==> config.mk <==
export PLATFORM = sky130hd
export DESIGN_NAME = alu_arbiter_flat
export DESIGN_NICKNAME = d
export VERILOG_FILES = /design/src/rtl/alu_arbiter_if.sv /design/src/rtl/alu_arbiter.sv /design/src/flat_wrapper.sv
export SDC_FILE = /design/constraint.sdc
export NUM_CORES = 1
export LEC_CHECK = 0
export BUFFER_PORTS_ARGS = -buffer_cell sky130_fd_sc_hd__buf_2
export CAP_MARGIN = 20
export CORE_MARGIN = 2
export CORE_UTILIZATION = 30
export DETAILED_ROUTE_END_ITERATION = 16
export PLACE_DENSITY = 0.58
export SLEW_MARGIN = 20
export SYNTH_ARGS = -nofsm -noshare
export SYNTH_HDL_FRONTEND = slang
export SYNTH_SLANG_ARGS = --single-unit
==> constraint.sdc <==
create_clock -name clk -period 1.6 [get_ports clk]
set_input_delay 0 -clock clk [delete_from_list [all_inputs] [get_ports clk]]
set_output_delay 0 -clock clk [all_outputs]
set_load 0.05 [all_outputs]
==> src/rtl/alu_arbiter_if.sv <==
// Requester, response and shared-ALU signals of the two-port ALU arbiter.
// The arbiter takes the slave side; requesters and the ALU sit on the master side.
interface alu_arbiter_if #(
  parameter int W = 16
);
  logic [1:0]   req_valid;
  logic [1:0]   req_ready;
  logic [2:0]   req_op0;
  logic [2:0]   req_op1;
  logic [W-1:0] req_a0;
  logic [W-1:0] req_b0;
  logic [W-1:0] req_a1;
  logic [W-1:0] req_b1;

  logic [1:0]   resp_valid;
  logic [1:0]   resp_ready;
  logic [W-1:0] resp_result;
  logic [15:0]  resp_status;

  logic [W-1:0] alu_data1;
  logic [W-1:0] alu_data2;
  logic [2:0]   alu_op;
  logic [W-1:0] alu_result;
  logic [15:0]  alu_status;

  modport slave (
    input  req_valid, req_op0, req_op1, req_a0, req_b0, req_a1, req_b1,
    input  resp_ready, alu_result, alu_status,
    output req_ready, resp_valid, resp_result, resp_status,
    output alu_data1, alu_data2, alu_op
  );

  modport master (
    output req_valid, req_op0, req_op1, req_a0, req_b0, req_a1, req_b1,
    output resp_ready, alu_result, alu_status,
    input  req_ready, resp_valid, resp_result, resp_status,
    input  alu_data1, alu_data2, alu_op
  );
endinterface

==> src/rtl/alu_arbiter.sv <==
// Round-robin arbiter sharing one combinational ALU between two requesters,
// one operation in flight: IDLE (grant) -> EXEC (one ALU cycle) -> RESP (hold result).
module alu_arbiter #(
  parameter int W = 16
) (
  input  logic          clk,
  input  logic          rst_n,
  alu_arbiter_if.slave  bus,
  output logic          busy
);

  typedef enum logic [1:0] {
    IDLE = 2'd0,
    EXEC = 2'd1,
    RESP = 2'd2
  } state_t;

  state_t       state_reg;
  state_t       state_next;
  logic         prio_reg;
  logic         owner_reg;
  logic [2:0]   op_reg;
  logic [W-1:0] a_reg;
  logic [W-1:0] b_reg;
  logic [W-1:0] result_reg;
  logic [15:0]  status_reg;

  logic [2:0]   port_op [2];
  logic [W-1:0] port_a  [2];
  logic [W-1:0] port_b  [2];
  logic [1:0]   grant;
  logic [1:0]   resp_valid_vec;
  logic         grant_idx;
  logic         accept;
  logic         resp_done;

  assign port_op[0] = bus.req_op0;
  assign port_op[1] = bus.req_op1;
  assign port_a[0]  = bus.req_a0;
  assign port_a[1]  = bus.req_a1;
  assign port_b[0]  = bus.req_b0;
  assign port_b[1]  = bus.req_b1;

  // A port wins if it is the only requester or the pointer favours it.
  generate
    for (genvar gi = 0; gi < 2; gi++) begin : g_port
      assign grant[gi] = bus.req_valid[gi] &
                         (~bus.req_valid[1-gi] | (prio_reg == 1'(gi)));
      assign resp_valid_vec[gi] = (state_reg == RESP) && (owner_reg == 1'(gi));
    end
  endgenerate

  assign grant_idx = grant[1];
  assign accept    = (state_reg == IDLE) && (grant != 2'b00);
  assign resp_done = (state_reg == RESP) && bus.resp_ready[owner_reg];

  always_comb begin
    state_next    = state_reg;
    bus.req_ready = 2'b00;
    case (state_reg)
      IDLE: begin
        bus.req_ready = grant;
        if (accept) begin
          state_next = EXEC;
        end
      end
      EXEC: state_next = RESP;
      RESP: begin
        if (resp_done) begin
          state_next = IDLE;
        end
      end
      default: state_next = IDLE;
    endcase
  end

  always_ff @(posedge clk or negedge rst_n) begin
    if (!rst_n) begin
      state_reg <= IDLE;
    end else begin
      state_reg <= state_next;
    end
  end

  always_ff @(posedge clk or negedge rst_n) begin
    if (!rst_n) begin
      prio_reg   <= 1'b0;
      owner_reg  <= 1'b0;
      op_reg     <= 3'b000;
      a_reg      <= '0;
      b_reg      <= '0;
      result_reg <= '0;
      status_reg <= 16'h0000;
    end else begin
      if (accept) begin
        prio_reg  <= ~grant_idx;
        owner_reg <= grant_idx;
        op_reg    <= port_op[grant_idx];
        a_reg     <= port_a[grant_idx];
        b_reg     <= port_b[grant_idx];
      end
      // The ALU sees the operand registers throughout EXEC; sample at its end.
      if (state_reg == EXEC) begin
        result_reg <= bus.alu_result;
        status_reg <= bus.alu_status;
      end
    end
  end

  assign bus.alu_op      = op_reg;
  assign bus.alu_data1   = a_reg;
  assign bus.alu_data2   = b_reg;
  assign bus.resp_result = result_reg;
  assign bus.resp_status = status_reg;
  assign bus.resp_valid  = resp_valid_vec;
  assign busy            = (state_reg != IDLE);

endmodule
==> src/flat_wrapper.sv <==
// flat-port wrapper written by rule: the top's interface ports become plain ports
module alu_arbiter_flat 
#(
  parameter int W = 16
)
  (clk, rst_n, busy, bus_req_valid, bus_req_op0, bus_req_op1, bus_req_a0, bus_req_b0, bus_req_a1, bus_req_b1, bus_resp_ready, bus_alu_result, bus_alu_status, bus_req_ready, bus_resp_valid, bus_resp_result, bus_resp_status, bus_alu_data1, bus_alu_data2, bus_alu_op);
  alu_arbiter_if #(.W(W)) bus_i ();
  input  logic clk;
  input  logic rst_n;
  output logic busy;
  input wire logic [$bits(bus_i.req_valid)-1:0] bus_req_valid;
  input wire logic [$bits(bus_i.req_op0)-1:0] bus_req_op0;
  input wire logic [$bits(bus_i.req_op1)-1:0] bus_req_op1;
  input wire logic [$bits(bus_i.req_a0)-1:0] bus_req_a0;
  input wire logic [$bits(bus_i.req_b0)-1:0] bus_req_b0;
  input wire logic [$bits(bus_i.req_a1)-1:0] bus_req_a1;
  input wire logic [$bits(bus_i.req_b1)-1:0] bus_req_b1;
  input wire logic [$bits(bus_i.resp_ready)-1:0] bus_resp_ready;
  input wire logic [$bits(bus_i.alu_result)-1:0] bus_alu_result;
  input wire logic [$bits(bus_i.alu_status)-1:0] bus_alu_status;
  output wire logic [$bits(bus_i.req_ready)-1:0] bus_req_ready;
  output wire logic [$bits(bus_i.resp_valid)-1:0] bus_resp_valid;
  output wire logic [$bits(bus_i.resp_result)-1:0] bus_resp_result;
  output wire logic [$bits(bus_i.resp_status)-1:0] bus_resp_status;
  output wire logic [$bits(bus_i.alu_data1)-1:0] bus_alu_data1;
  output wire logic [$bits(bus_i.alu_data2)-1:0] bus_alu_data2;
  output wire logic [$bits(bus_i.alu_op)-1:0] bus_alu_op;
  assign bus_i.req_valid = bus_req_valid;
  assign bus_i.req_op0 = bus_req_op0;
  assign bus_i.req_op1 = bus_req_op1;
  assign bus_i.req_a0 = bus_req_a0;
  assign bus_i.req_b0 = bus_req_b0;
  assign bus_i.req_a1 = bus_req_a1;
  assign bus_i.req_b1 = bus_req_b1;
  assign bus_i.resp_ready = bus_resp_ready;
  assign bus_i.alu_result = bus_alu_result;
  assign bus_i.alu_status = bus_alu_status;
  assign bus_req_ready = bus_i.req_ready;
  assign bus_resp_valid = bus_i.resp_valid;
  assign bus_resp_result = bus_i.resp_result;
  assign bus_resp_status = bus_i.resp_status;
  assign bus_alu_data1 = bus_i.alu_data1;
  assign bus_alu_data2 = bus_i.alu_data2;
  assign bus_alu_op = bus_i.alu_op;
  alu_arbiter #(.W(W)) u_core (.clk(clk), .rst_n(rst_n), .bus(bus_i), .busy(busy));
endmodule
; ---- Word-level counts from Yosys, hierarchy flattened
; Cells that the tools add are included.
[totals]
ram_bits = 0
input_bits = 108
regBits = 71
n_memories = 0
elab_cells = 47
latch_bits = 0
out_inout_bits = 72
romBits = 0
[op_classes]
n_eq_ne = 4
n_mux = 15
n_shift = 0
n_reduce_logical = 8
n_mul = 0
magnitude_cmp = 2
div = 0
n_bitwise = 10
n_addsub = 0
[ops]
columns = operator, n
row1 = $mux 16, 6
row2 = $mux 3, 3
row3 = $mux 2, 3
row4 = $pmux 2 s3, 1
row5 = $not 1->1, 5
row6 = $logic_and 1x1->1, 4
row7 = $ne 2x1->1 const B, 2
row8 = $reduce_bool 2->1, 2
row9 = $and 1x1->1, 2
row10 = $eq 2x1->1 const B, 1
row11 = $eq 2x2->1 const B, 1
row12 = $ge 2x2->1 const B, 1
row13 = $logic_not 2->1, 1
row14 = $lt 1x2->1 const B, 1
row15 = $mux 1, 2
row16 = $not 1->2, 1
row17 = $or 1x1->1, 2
row18 = $reduce_and 2->1, 1

; ---- Depth between registers and ports, before layout
; Gate-level depths: netlist of the first run.
[logic_depth]
depth_word = 7
ltp_mapped = 6

; ---- Worst setup path before layout of the first run
; Ideal clock, no wire load.
[synth_path]
kind = reg2out
from = reg u_core.state_reg[1]
to = out bus_req_ready[1]
stages_incl_launch_ff = 5
arrival_time_ps = 2165
setup_slack_ps = -565
path_buffers = 1
cell_sequence = dfrtp_1 -> nor2_1 -> buf_2 -> inv_1 -> nor3_1
[synth_between]
elab_chain_cells = 2
[synth_lines]
columns = element, line
row1 = start: declaration, alu_arbiter.sv:18  ; state_t state_reg;
row2 = start signal: assignment, alu_arbiter.sv:81  ; state_reg <= state_next;
row3 = $logic_not 2->1, alu_arbiter.sv:60  ; case (state_reg)
row4 = $mux 2, alu_arbiter.sv:60
row5 = end: declaration, flat_wrapper.sv:21  ; output wire logic [$bits(bus_i.req_ready)-1:0] bus_req_ready;
; No other way between the ends.

; ---- Worst setup path in the final report of the first run
[layout_path]
from = reg u_core.state_reg[0]
to = out bus_req_ready[1]
; Same word-level chain as after synthesis.

==> impl_metrics.py, run 1 <==
metrics = {
    "logic_synthesis": {
        "synth.net_count": 403,
        "synth_area_leaders": "dfrtp_1 50%, a31oi_4 12%, mux2_2 11%",
        "synth-edff-count": 0,
        "synth_top_family_by_area": "compound AO/OA/AOI/OAI gates",
        "yosys.area_share.simple_pct": 6.94,
        "yosys.area.top_type": "dfrtp_1",
        "syn_area_per_cell_um2": 12.0,
        "synth_cell_type_count": 22,
        "synth_xor_xnor_area_share_pct": 0,
        "async_flop_share_pct": 100,
        "synth_compound_area_share_pct": 26.8,
        "synth-seq-cells": 71,
        "synth_top_area_share_pct": 50.2,
        "synth_mux_area_share_pct": 10.5,
        "syn_inst": 295,
        "synth-adder-area-share_pct": 0,
        "yosys_warnings": 0,
        "syn-cell-area_mm2": 0.00354,
        "synth_ff_type": "dfrtp_1",
        "seq_area_frac_synth_pct": 50.2,
    },
    "cts": {
        "cts_buffer_depth": 2,
        "cts_tree": "yes",
        "clk_pin_slew_ps": 60,
        "root_buffer": "clkbuf_16",
        "htree_levels": 3,
        "cts_made_buffers": 9,
        "cts_num_sinks": 71,
        "clkLatencyLatePin_ps": 330,
    },
    "sta": {
        "setup_viol": 0,
        "final-max-slew-violation-count": 0,
        "fin_tns_setup_ps": 0,
        "slew_headroom_pct": 62.0,
        "worst-slew-pin-transition_ps": 570,
        "period_share_pct": 93.3,
        "clock_skew_ps": 3.36,
        "hold_violations": 0,
        "post-route-min-period_ps": 1490,
        "fmax_ghz": 0.670,
        "hold-worst-slack_ps": 11.2,
        "rsz0062_at_grt": "false",
    },
    "final_layout": {
        "antenna_cells": 0,
        "fillers": 1025,
        "syn2layout_area_growth_pct": 63.2,
        "multi_input_area_mm2": 0.00159,
        "drive_gt1_share_pct": 50.3,
        "seq_area_mm2": 0.00178,
        "nets": 663,
    },
    "route": {
        "post-route-drc-count": 0,
        "drtAntennaViolNets": 0,
        "wl_per_cell_um": 15.0,
        "totalWireLength_um": 10500,
        "viasPerCell": 4.75,
        "drt_pre_antenna_iters": 4,
        "vias": 3331,
        "drtIter0Drc": 177,
    },
    "worst_setup_path": {
        "worstPathMaxFanout": 8,
        "slowest_stage": "dfrtp_1",
        "cp_top_family": "flip-flops",
        "worstPathArrival_ps": 1490,
        "max_stage_delay_ps": 410,
        "worstSetupStartpointType": "register",
        "required_ps": 1600,
        "worstSetupPathType": "register to primary output",
        "critPathBufInv": 2,
        "cp_cell_sequence": "nor2_4 -> inv_1 -> nor3_4 -> clkbuf_4",
        "end_kind": "primary output",
    },
    "global_route": {
        "grt_pass1_vias": 3460,
        "grt_start_max_net_pins": 42,
        "grt_pass1_wl_um": 16900,
        "grt_use_total_pct": 16.8,
        "grt-ovfl-total": 0,
        "antenna_found_initial": 0,
    },
    "pwr": {
        "leakage_uw": 0.00255,
        "p_seq_share_pct": 24.4,
        "p_sw_uw": 6570,
        "pwr_density_cell_mw_per_mm2": 2280,
        "internal_power_uw": 6620,
        "swShare_pct": 49.8,
        "combPwrFrac_pct": 59.5,
        "ir_worst_vdd_v": 0.00157,
        "clkPwrFrac_pct": 16.0,
    },
    "placement": {
        "dp_hpwl_um": 7030,
        "gp_congestion": 0.793,
        "port_buffers": 179,
    },
    "floorplan": {
        "initial_core_util_pct": 30.8,
        "die_y_um": 113,
        "rows": 39,
        "core_mm2": 0.0115,
        "num_io_pins": 180,
        "die_x_um": 113,
        "die_area_mm2": 0.0127,
    },
    "run": {
        "max_cap_viol_count": 0,
    },
    "min_path": {
        "hold_path_class": "primary input to register",
    },
    "status": {
        "outcome": "finished clean",
    },
}
synthesized netlist by cell type, types with 2 or more instances:
| master | n |
|---|---|
| mux2_2 | 33 |
| a31oi_2 | 9 |
| a31oi_4 | 20 |
| buf_2 | 10 |
| inv_1 | 3 |
| a31oi_1 | 7 |
| nand2b_1 | 3 |
| nor2_1 | 4 |
| o21ai_0 | 36 |
| a21oi_1 | 37 |
| dfrtp_1 | 71 |
| buf_12 | 2 |
| buf_6 | 3 |
| clkbuf_1 | 15 |
| nand3_1 | 35 |
area by class of cell:
cell class                      instances  share of cell area, %
Multi-Input combinational cell        190                   27.5
Timing Repair Buffer                  280                   33.0
Clock buffer                           11                   4.21
Sequential cell                        71                   30.8
Clock inverter                          4                   1.21
Tap cell                              143                   3.10
Inverter                                3                  0.195
power groups by stage:
stage | sequential [uW] | clock (uW) | combinational (uW)
floorplan | 6230 | 0 | 2900
global placement | 3220 | 0 | 7520
detailed placement | 3230 | 0 | 7620
CTS | 3220 | 2170 | 7770
global route | 3340 | 2230 | 8260
finish | 3220 | 2110 | 7850
logic make-up after synthesis:
logic type	Yosys count
compound gates	109
buf+inv	34
flops	71
mux	33
simple gates	48
worst reg2reg max path: stages, from the launching register on:
cell           delay (ps)
dfrtp_1               370
mux2_2                340
dlygate4sd3_1         550
o21ai_0               140
repair_timing:
item / CTS / global route
buffers inserted: 0 / 6
endpoints found under the setup margin: 0 / 2
hold buffers: 79 / 0
hold endpoints to repair: 102 / 0
resized for setup: 0 / 1
worst paths after layout:
| kind | from | endpoint | slack [ps] | cells after the start |
|---|---|---|---|---|
| hold reg to reg | u_core.bus.resp_result[4] | u_core.bus.resp_result[4] | 500 | 1 |
| setup / recovery | u_core.state_reg[0] | bus_req_ready[1] | 110 | 4 |
| max in group asynchronous | rst_n | u_core.bus.resp_result[12] | 810 | 3 |
| setup reg to reg | u_core.owner_reg | u_core.state_reg[1] | 130 | 3 |
| min in group asynchronous | rst_n | u_core.bus.resp_status[4] | 210 | 2 |
| hold / removal | bus_req_a1[2] | u_core.bus.alu_data1[2] | 10 | 3 |
through the flow:
step / setup slack [ps] / util [%] / instances / power (uW) / cell area, um2
2_1_floorplan: 44.4 / - / 295 / 9130 / 3550
3_3_place_gp: 329 / 40.3 / 602 / 10700 / 4620
3_5_place_dp: 270 / 40.3 / 602 / 10900 / 4620
4_1_cts: 7.94 / 49.9 / 696 / 13200 / 5720
5_1_grt: 38.6 / 50.3 / 702 / 13800 / 5770
6_report: 107 / 50.3 / 702 / 13200 / 5770
per-layer routing:
metal	share of wire (%)	up-vias	global-route usage (%)
li1	-	1604	-
met1	42	1585	19.4
met2	51	125	30.5
met3	4.9	17	2.70
met4	2.2	0	7.72
met5	0	-	0
layout by cell type (no fill, tap or decap):
master and instances:
buf_2 177, dlygate4sd3_1 79, dfrtp_1 71, a21oi_1 37, o21ai_0 36, nand3_1 35
mux2_2 33, a31oi_4 20, buf_4 19, a31oi_2 9, clkbuf_16 9, a31oi_1 7
buf_12 4, inv_1 3, nand2b_1 3, nor2_1 3, bufinv_16 2, clkinv_2 2
nor2_4 1, nand2_1 1, and3_1 1, nor2b_2 1, nor3_4 1, or2_1 1
and2_4 1, clkbuf_1 1, clkbuf_8 1, clkbuf_4 1
(Power assumes the default switching activity.)
==> run 2: changes to the inputs <==
--- a/config.mk
+++ b/config.mk
@@ -7,10 +7,12 @@
 export LEC_CHECK = 0
 export BUFFER_PORTS_ARGS = -buffer_cell sky130_fd_sc_hd__buf_2
 export CAP_MARGIN = 20
+export CELL_PAD_IN_SITES_DETAIL_PLACEMENT = 1
+export CELL_PAD_IN_SITES_GLOBAL_PLACEMENT = 1
 export CORE_MARGIN = 2
 export CORE_UTILIZATION = 30
 export DETAILED_ROUTE_END_ITERATION = 16
-export PLACE_DENSITY = 0.58
+export PLACE_DENSITY = 0.73
 export SLEW_MARGIN = 20
 export SYNTH_ARGS = -nofsm -noshare
 export SYNTH_HDL_FRONTEND = slang
==> impl_metrics.py, run 2 (synthesis gave the netlist of run 1 again) <==
metrics = {
    "route": {
        "highest_layer": "met4",
        "wl_per_cell_um": 18.5,
        "totalWireLength_um": 12700,
        "dr_wl_met2_um": 6550,
        "drtAntennaViolNets": 0,
        "post-route-drc-count": 0,
        "wl_met1_um": 5200,
        "vias": 3353,
        "drt_pre_antenna_iters": 4,
        "viasPerCell": 4.89,
        "wl_met3_um": 708,
        "drtIter0Drc": 143,
    },
    "floorplan": {
        "num_io_pins": 180,
        "rows": 39,
        "core_mm2": 0.0115,
        "initial_core_util_pct": 30.8,
        "die_y_um": 113,
        "die_area_mm2": 0.0127,
        "die_x_um": 113,
    },
    "status": {
        "outcome": "finished clean",
    },
    "worst_setup_path": {
        "slowest_stage": "dfrtp_1",
        "cp_cell_sequence": "nor2_4 -> inv_1 -> nor3_4 -> buf_2",
        "worstSetupPathType": "register to primary output",
        "worstSetupStartpointType": "register",
        "worstPathMaxFanout": 7,
        "end_kind": "primary output",
        "worstPathArrival_ps": 1520,
        "setup.worst_path.start": "u_core.state_reg[1]",
        "max_stage_delay_ps": 410,
        "r2r-start": "u_core.owner_reg",
        "required_ps": 1600,
    },
    "pwr": {
        "leakage_uw": 0.00248,
        "pwr_density_cell_mw_per_mm2": 2370,
        "ir_worst_vdd_v": 0.00159,
        "p_total_uw": 13400,
    },
    "sta": {
        "final-max-slew-violation-count": 0,
        "hold-worst-slack_ps": 10.0,
        "post-route-min-period_ps": 1520,
        "setup_viol": 0,
        "fmax_ghz": 0.656,
        "clock_skew_ps": 3.72,
        "fin_tns_setup_ps": 0,
        "worst-slew-pin-transition_ps": 557,
        "period_share_pct": 95.2,
        "hold_violations": 0,
        "slew_headroom_pct": 62.9,
    },
    "placement": {
        "dp_hpwl_um": 8030,
        "port_buffers": 179,
        "gp_congestion": 0.801,
    },
    "global_route": {
        "grt_pass1_wl_um": 20500,
        "grt-ovfl-total": 0,
        "antenna_found_initial": 0,
        "grt_start_max_net_pins": 43,
        "grt_use_total_pct": 20.5,
        "grt_pass1_vias": 3816,
    },
    "final_layout": {
        "final_cell_mix": "178 x buf_2, 71 x dfrtp_1, 67 x dlygate4sd3_1",
        "antenna_cells": 0,
        "final_common_cell": "buf_2",
        "nets": 646,
        "syn2layout_area_growth_pct": 59.4,
        "fillers": 1250,
        "fin_util_pct": 49.1,
        "drive_gt1_share_pct": 51.0,
    },
    "min_path": {
        "hold_path.startpoint": "bus_req_a1[6]",
        "hold_path_class": "primary input to register",
    },
    "cts": {
        "cts_buffer_depth": 2,
        "clk_pin_slew_ps": 60,
        "cts_tree": "yes",
        "cts_made_buffers": 9,
        "cts_num_sinks": 71,
        "root_buffer": "clkbuf_16",
        "clkLatencyLatePin_ps": 320,
        "htree_levels": 3,
    },
    "run": {
        "max_cap_viol_count": 0,
    },
}
-- run 2: layer usage --
metal  up-vias  GRT usage, %
li1       1562             -
met1      1621          24.3
met2       149          36.9
met3        21          4.00
met4         0          6.83
met5         -             0
-- run 2: worst paths after layout --
check                                            end  slack [ps]  cells past startpoint
max reg2reg                      u_core.state_reg[1]         100                      3
max                                 bus_req_ready[1]          80                      4
min                          u_core.bus.alu_data1[6]          10                      3
min reg2reg                u_core.bus.resp_status[1]         510                      1
min in group asynchronous  u_core.bus.resp_status[6]         190                      2
max in group asynchronous           u_core.owner_reg         820                      3
-- run 2: critical path: cells and delay by family (launching register included) --
family	cells	cell delay, ps
buf+inv	2	400
simple gates	2	380
flops	1	410
-- run 2: per-stage QoR --
stage | setup WS, ps | area [um2] | std cells
after floorplan | 44.4 | 3550 | 295
after global placement | 344 | 4630 | 601
after detailed placement | 293 | 4630 | 601
after CTS | 42.4 | 5620 | 684
after global routing | -1.62 | 5640 | 686
final | 76.3 | 5640 | 686
-- run 2: where the power goes --
group | leakage, uW | internal [uW] | switching, uW
Sequential | 0.000812 | 2730 | 582
Combinational | 0.00152 | 2400 | 5490
Clock | 0.000156 | 1410 | 741
Total | 0.00248 | 6540 | 6810
-- run 2: final cells by class --
class | instances | area (um2) | area share (%)
Clock buffer | 11 | 243 | 4.31
Sequential cell | 71 | 1780 | 31.5
Tap cell | 143 | 179 | 3.17
Timing Repair Buffer | 263 | 1760 | 31.2
Inverter | 3 | 11.3 | 0.200
Clock inverter | 5 | 81.3 | 1.44
Multi-Input combinational cell | 190 | 1590 | 28.1
-- run 2: timing repair --
item,in CTS,in global routing
buffers inserted,0,2
gates resized for setup,0,1
hold buffers,67,0
endpoints found under the setup margin,0,1
endpoints found under the hold margin,79,0
==> run 3: changes to the inputs <==
--- a/config.mk
+++ b/config.mk
@@ -5,6 +5,7 @@
 export SDC_FILE = /design/constraint.sdc
 export NUM_CORES = 1
 export LEC_CHECK = 0
+export ABC_AREA = 1
 export BUFFER_PORTS_ARGS = -buffer_cell sky130_fd_sc_hd__buf_2
 export CAP_MARGIN = 20
 export CELL_PAD_IN_SITES_DETAIL_PLACEMENT = 1
@@ -12,7 +13,8 @@
 export CORE_MARGIN = 2
 export CORE_UTILIZATION = 30
 export DETAILED_ROUTE_END_ITERATION = 16
-export PLACE_DENSITY = 0.73
+export PLACE_DENSITY = 0.8
+export SETUP_SLACK_MARGIN = 0.3
 export SLEW_MARGIN = 20
 export SYNTH_ARGS = -nofsm -noshare
 export SYNTH_HDL_FRONTEND = slang
==> impl_metrics.py, run 3 <==
metrics = {
    "worst_setup_path": {
        "cp_cell_sequence": "nor2_4 -> inv_2 -> nor2_4 -> buf_8",
        "worstSetupStartpointType": "register",
        "r2r_slack_ps": 350,
        "crit_top_cell": "nor2_4",
        "worstSetupPathType": "register to primary output",
        "max_stage_delay_ps": 460,
        "required_ps": 1600,
        "worstPathArrival_ps": 1280,
        "end_kind": "primary output",
        "worstPathMaxFanout": 3,
        "slowest_stage": "dfrtp_2",
    },
    "sta": {
        "clock_skew_ps": 7.12,
        "period_share_pct": 80.2,
        "hold-worst-slack_ps": 6.36,
        "final-max-slew-violation-count": 0,
        "post-route-min-period_ps": 1280,
        "setup_viol": 0,
        "slew_headroom_pct": 64.2,
        "hold_violations": 0,
        "fmax_ghz": 0.779,
        "worst-slew-pin-transition_ps": 537,
        "rsz0062_at_grt": "true",
        "fin_tns_setup_ps": 0,
    },
    "global_route": {
        "grt_use_total_pct": 24.5,
        "grt_pass1_wl_um": 22200,
        "grt-ovfl-total": 0,
        "grt_pass1_vias": 4444,
        "grt_start_max_net_pins": 40,
        "antenna_found_initial": 2,
    },
    "min_path": {
        "hold_path_class": "primary input to register",
    },
    "cts": {
        "cts_tree": "yes",
        "cts_buffer_depth": 2,
        "cts_made_buffers": 9,
        "cts_num_sinks": 71,
        "clk_pin_slew_ps": 70,
        "htree_levels": 3,
        "root_buffer": "clkbuf_8",
        "clkLatencyLatePin_ps": 330,
    },
    "logic_synthesis": {
        "yosys-top-cells-count": "244 x nand2_1, 71 x dfrtp_1, 70 x nand3_1",
        "synth-edff-count": 0,
        "yosys.area.top_type": "dfrtp_1",
        "syn_inst": 429,
        "seq_area_frac_synth_pct": 53.6,
        "syn_area_per_cell_um2": 7.73,
        "async_flop_share_pct": 100,
        "synth.net_count": 537,
        "synth_top_area_share_pct": 53.6,
        "synth.most_common_cell": "nand2_1",
        "synth-seq-cells": 71,
        "synth_area_leaders": "dfrtp_1 54%, nand2_1 28%, nand3_1 11%",
        "synth_ff_type": "dfrtp_1",
        "synth_cell_type_count": 15,
        "yosys_warnings": 0,
        "syn-cell-area_mm2": 0.00331,
    },
    "final_layout": {
        "finalInstanceArea_mm2": 0.00560,
        "fin_util_pct": 51.9,
        "nets": 811,
        "syn2layout_area_growth_pct": 69.0,
        "final_common_cell": "nand2_1",
        "drive_gt1_share_pct": 31.6,
        "final_cell_mix": "244 x nand2_1, 173 x buf_2, 95 x dlygate4sd3_1",
    },
    "floorplan": {
        "rows": 38,
        "core_mm2": 0.0108,
        "die_x_um": 109,
        "die_y_um": 109,
        "num_io_pins": 180,
        "initial_core_util_pct": 30.7,
        "die_area_mm2": 0.0119,
    },
    "route": {
        "vias": 4090,
        "drtIter0Drc": 304,
        "drt_pre_antenna_iters": 5,
        "totalWireLength_um": 14500,
        "drtAntennaViolNets": 0,
        "wl_per_cell_um": 17.1,
        "post-route-drc-count": 0,
        "viasPerCell": 4.82,
    },
    "pwr": {
        "leakage_uw": 0.00317,
        "pwr_density_cell_mw_per_mm2": 2100,
        "ir_worst_vdd_v": 0.000944,
        "p_total_uw": 11700,
    },
    "placement": {
        "dpl-instance-area_mm2": 0.00432,
        "gp_congestion": 0.789,
        "dp_hpwl_um": 7850,
        "port_buffers": 179,
    },
    "run": {
        "max_cap_viol_count": 0,
    },
    "status": {
        "outcome": "finished clean",
    },
}
## run 3: routing by layer
layer  wire length (um)  track usage [%]  vias to the layer above
li1                   -                -                     1891
met5                  0                0                        -
met4                796             16.9                        0
met2               7640             42.8                      175
met1               5240             26.1                     1955
met3                816             5.32                       69
## run 3: critical path: cells and delay by family, from the launching register on
| kind | cells | cell delay, ps |
|---|---|---|
| flip-flops | 1 | 460 |
| buffers and inverters | 2 | 220 |
| AND/OR/NAND/NOR | 2 | 260 |
## run 3: final timing paths
path / startpoint / endpoint / cells after the start
max: u_core.state_reg[0] / bus_resp_valid[0] / 4
min: bus_req_a1[12] / u_core.bus.alu_data1[12] / 5
max reg2reg: u_core.state_reg[1] / u_core.bus.alu_data1[6] / 6
min reg2reg: u_core.bus.resp_result[9] / u_core.bus.resp_result[9] / 2
max in group asynchronous: rst_n / u_core.bus.alu_data1[12] / 3
min in group asynchronous: rst_n / u_core.bus.alu_data1[3] / 2
## run 3: stage by stage
stage          cells  setup WS (ps)
3_5_place_dp     731            254
3_3_place_gp     731            321
4_1_cts          843            264
6_report         849            317
2_1_floorplan    429            259
5_1_grt          848            256
## run 3: final cells by class
type	instances	area (um2)
inverter	8	32.5
clock buffer	13	159
tap	140	175
fill	1350	5190
antenna	3	7.51
clock inverter	1	5.00
multi-input combinational	324	1390
timing repair buffer	289	2050
sequential	71	1780
## run 3: power breakdown
part | switching, uW | internal, uW
clock network | 639 | 631
registers | 538 | 2680
logic | 5410 | 1850
## run 3: cell families (layout without fill, tap and decap cells)
| group | after synthesis | count (layout) | synth area share (%) |
|---|---|---|---|
| AND/OR/NAND/NOR | 320 | 321 | 39.7 |
| flip-flops | 71 | 71 | 53.6 |
| buffers and inverters | 35 | 311 | 5.93 |
| AO/OA/AOI/OAI | 3 | 3 | 0.793 |
| other | 0 | 3 | 0 |
## run 3: timing repair
item	in CTS	in global routing
resized for setup	20	11
setup endpoints to repair	37	71
pin swaps	5	4
gates cloned	0	2
buffers inserted	3	1
endpoints found under the hold margin	106	0
hold buffers	95	0
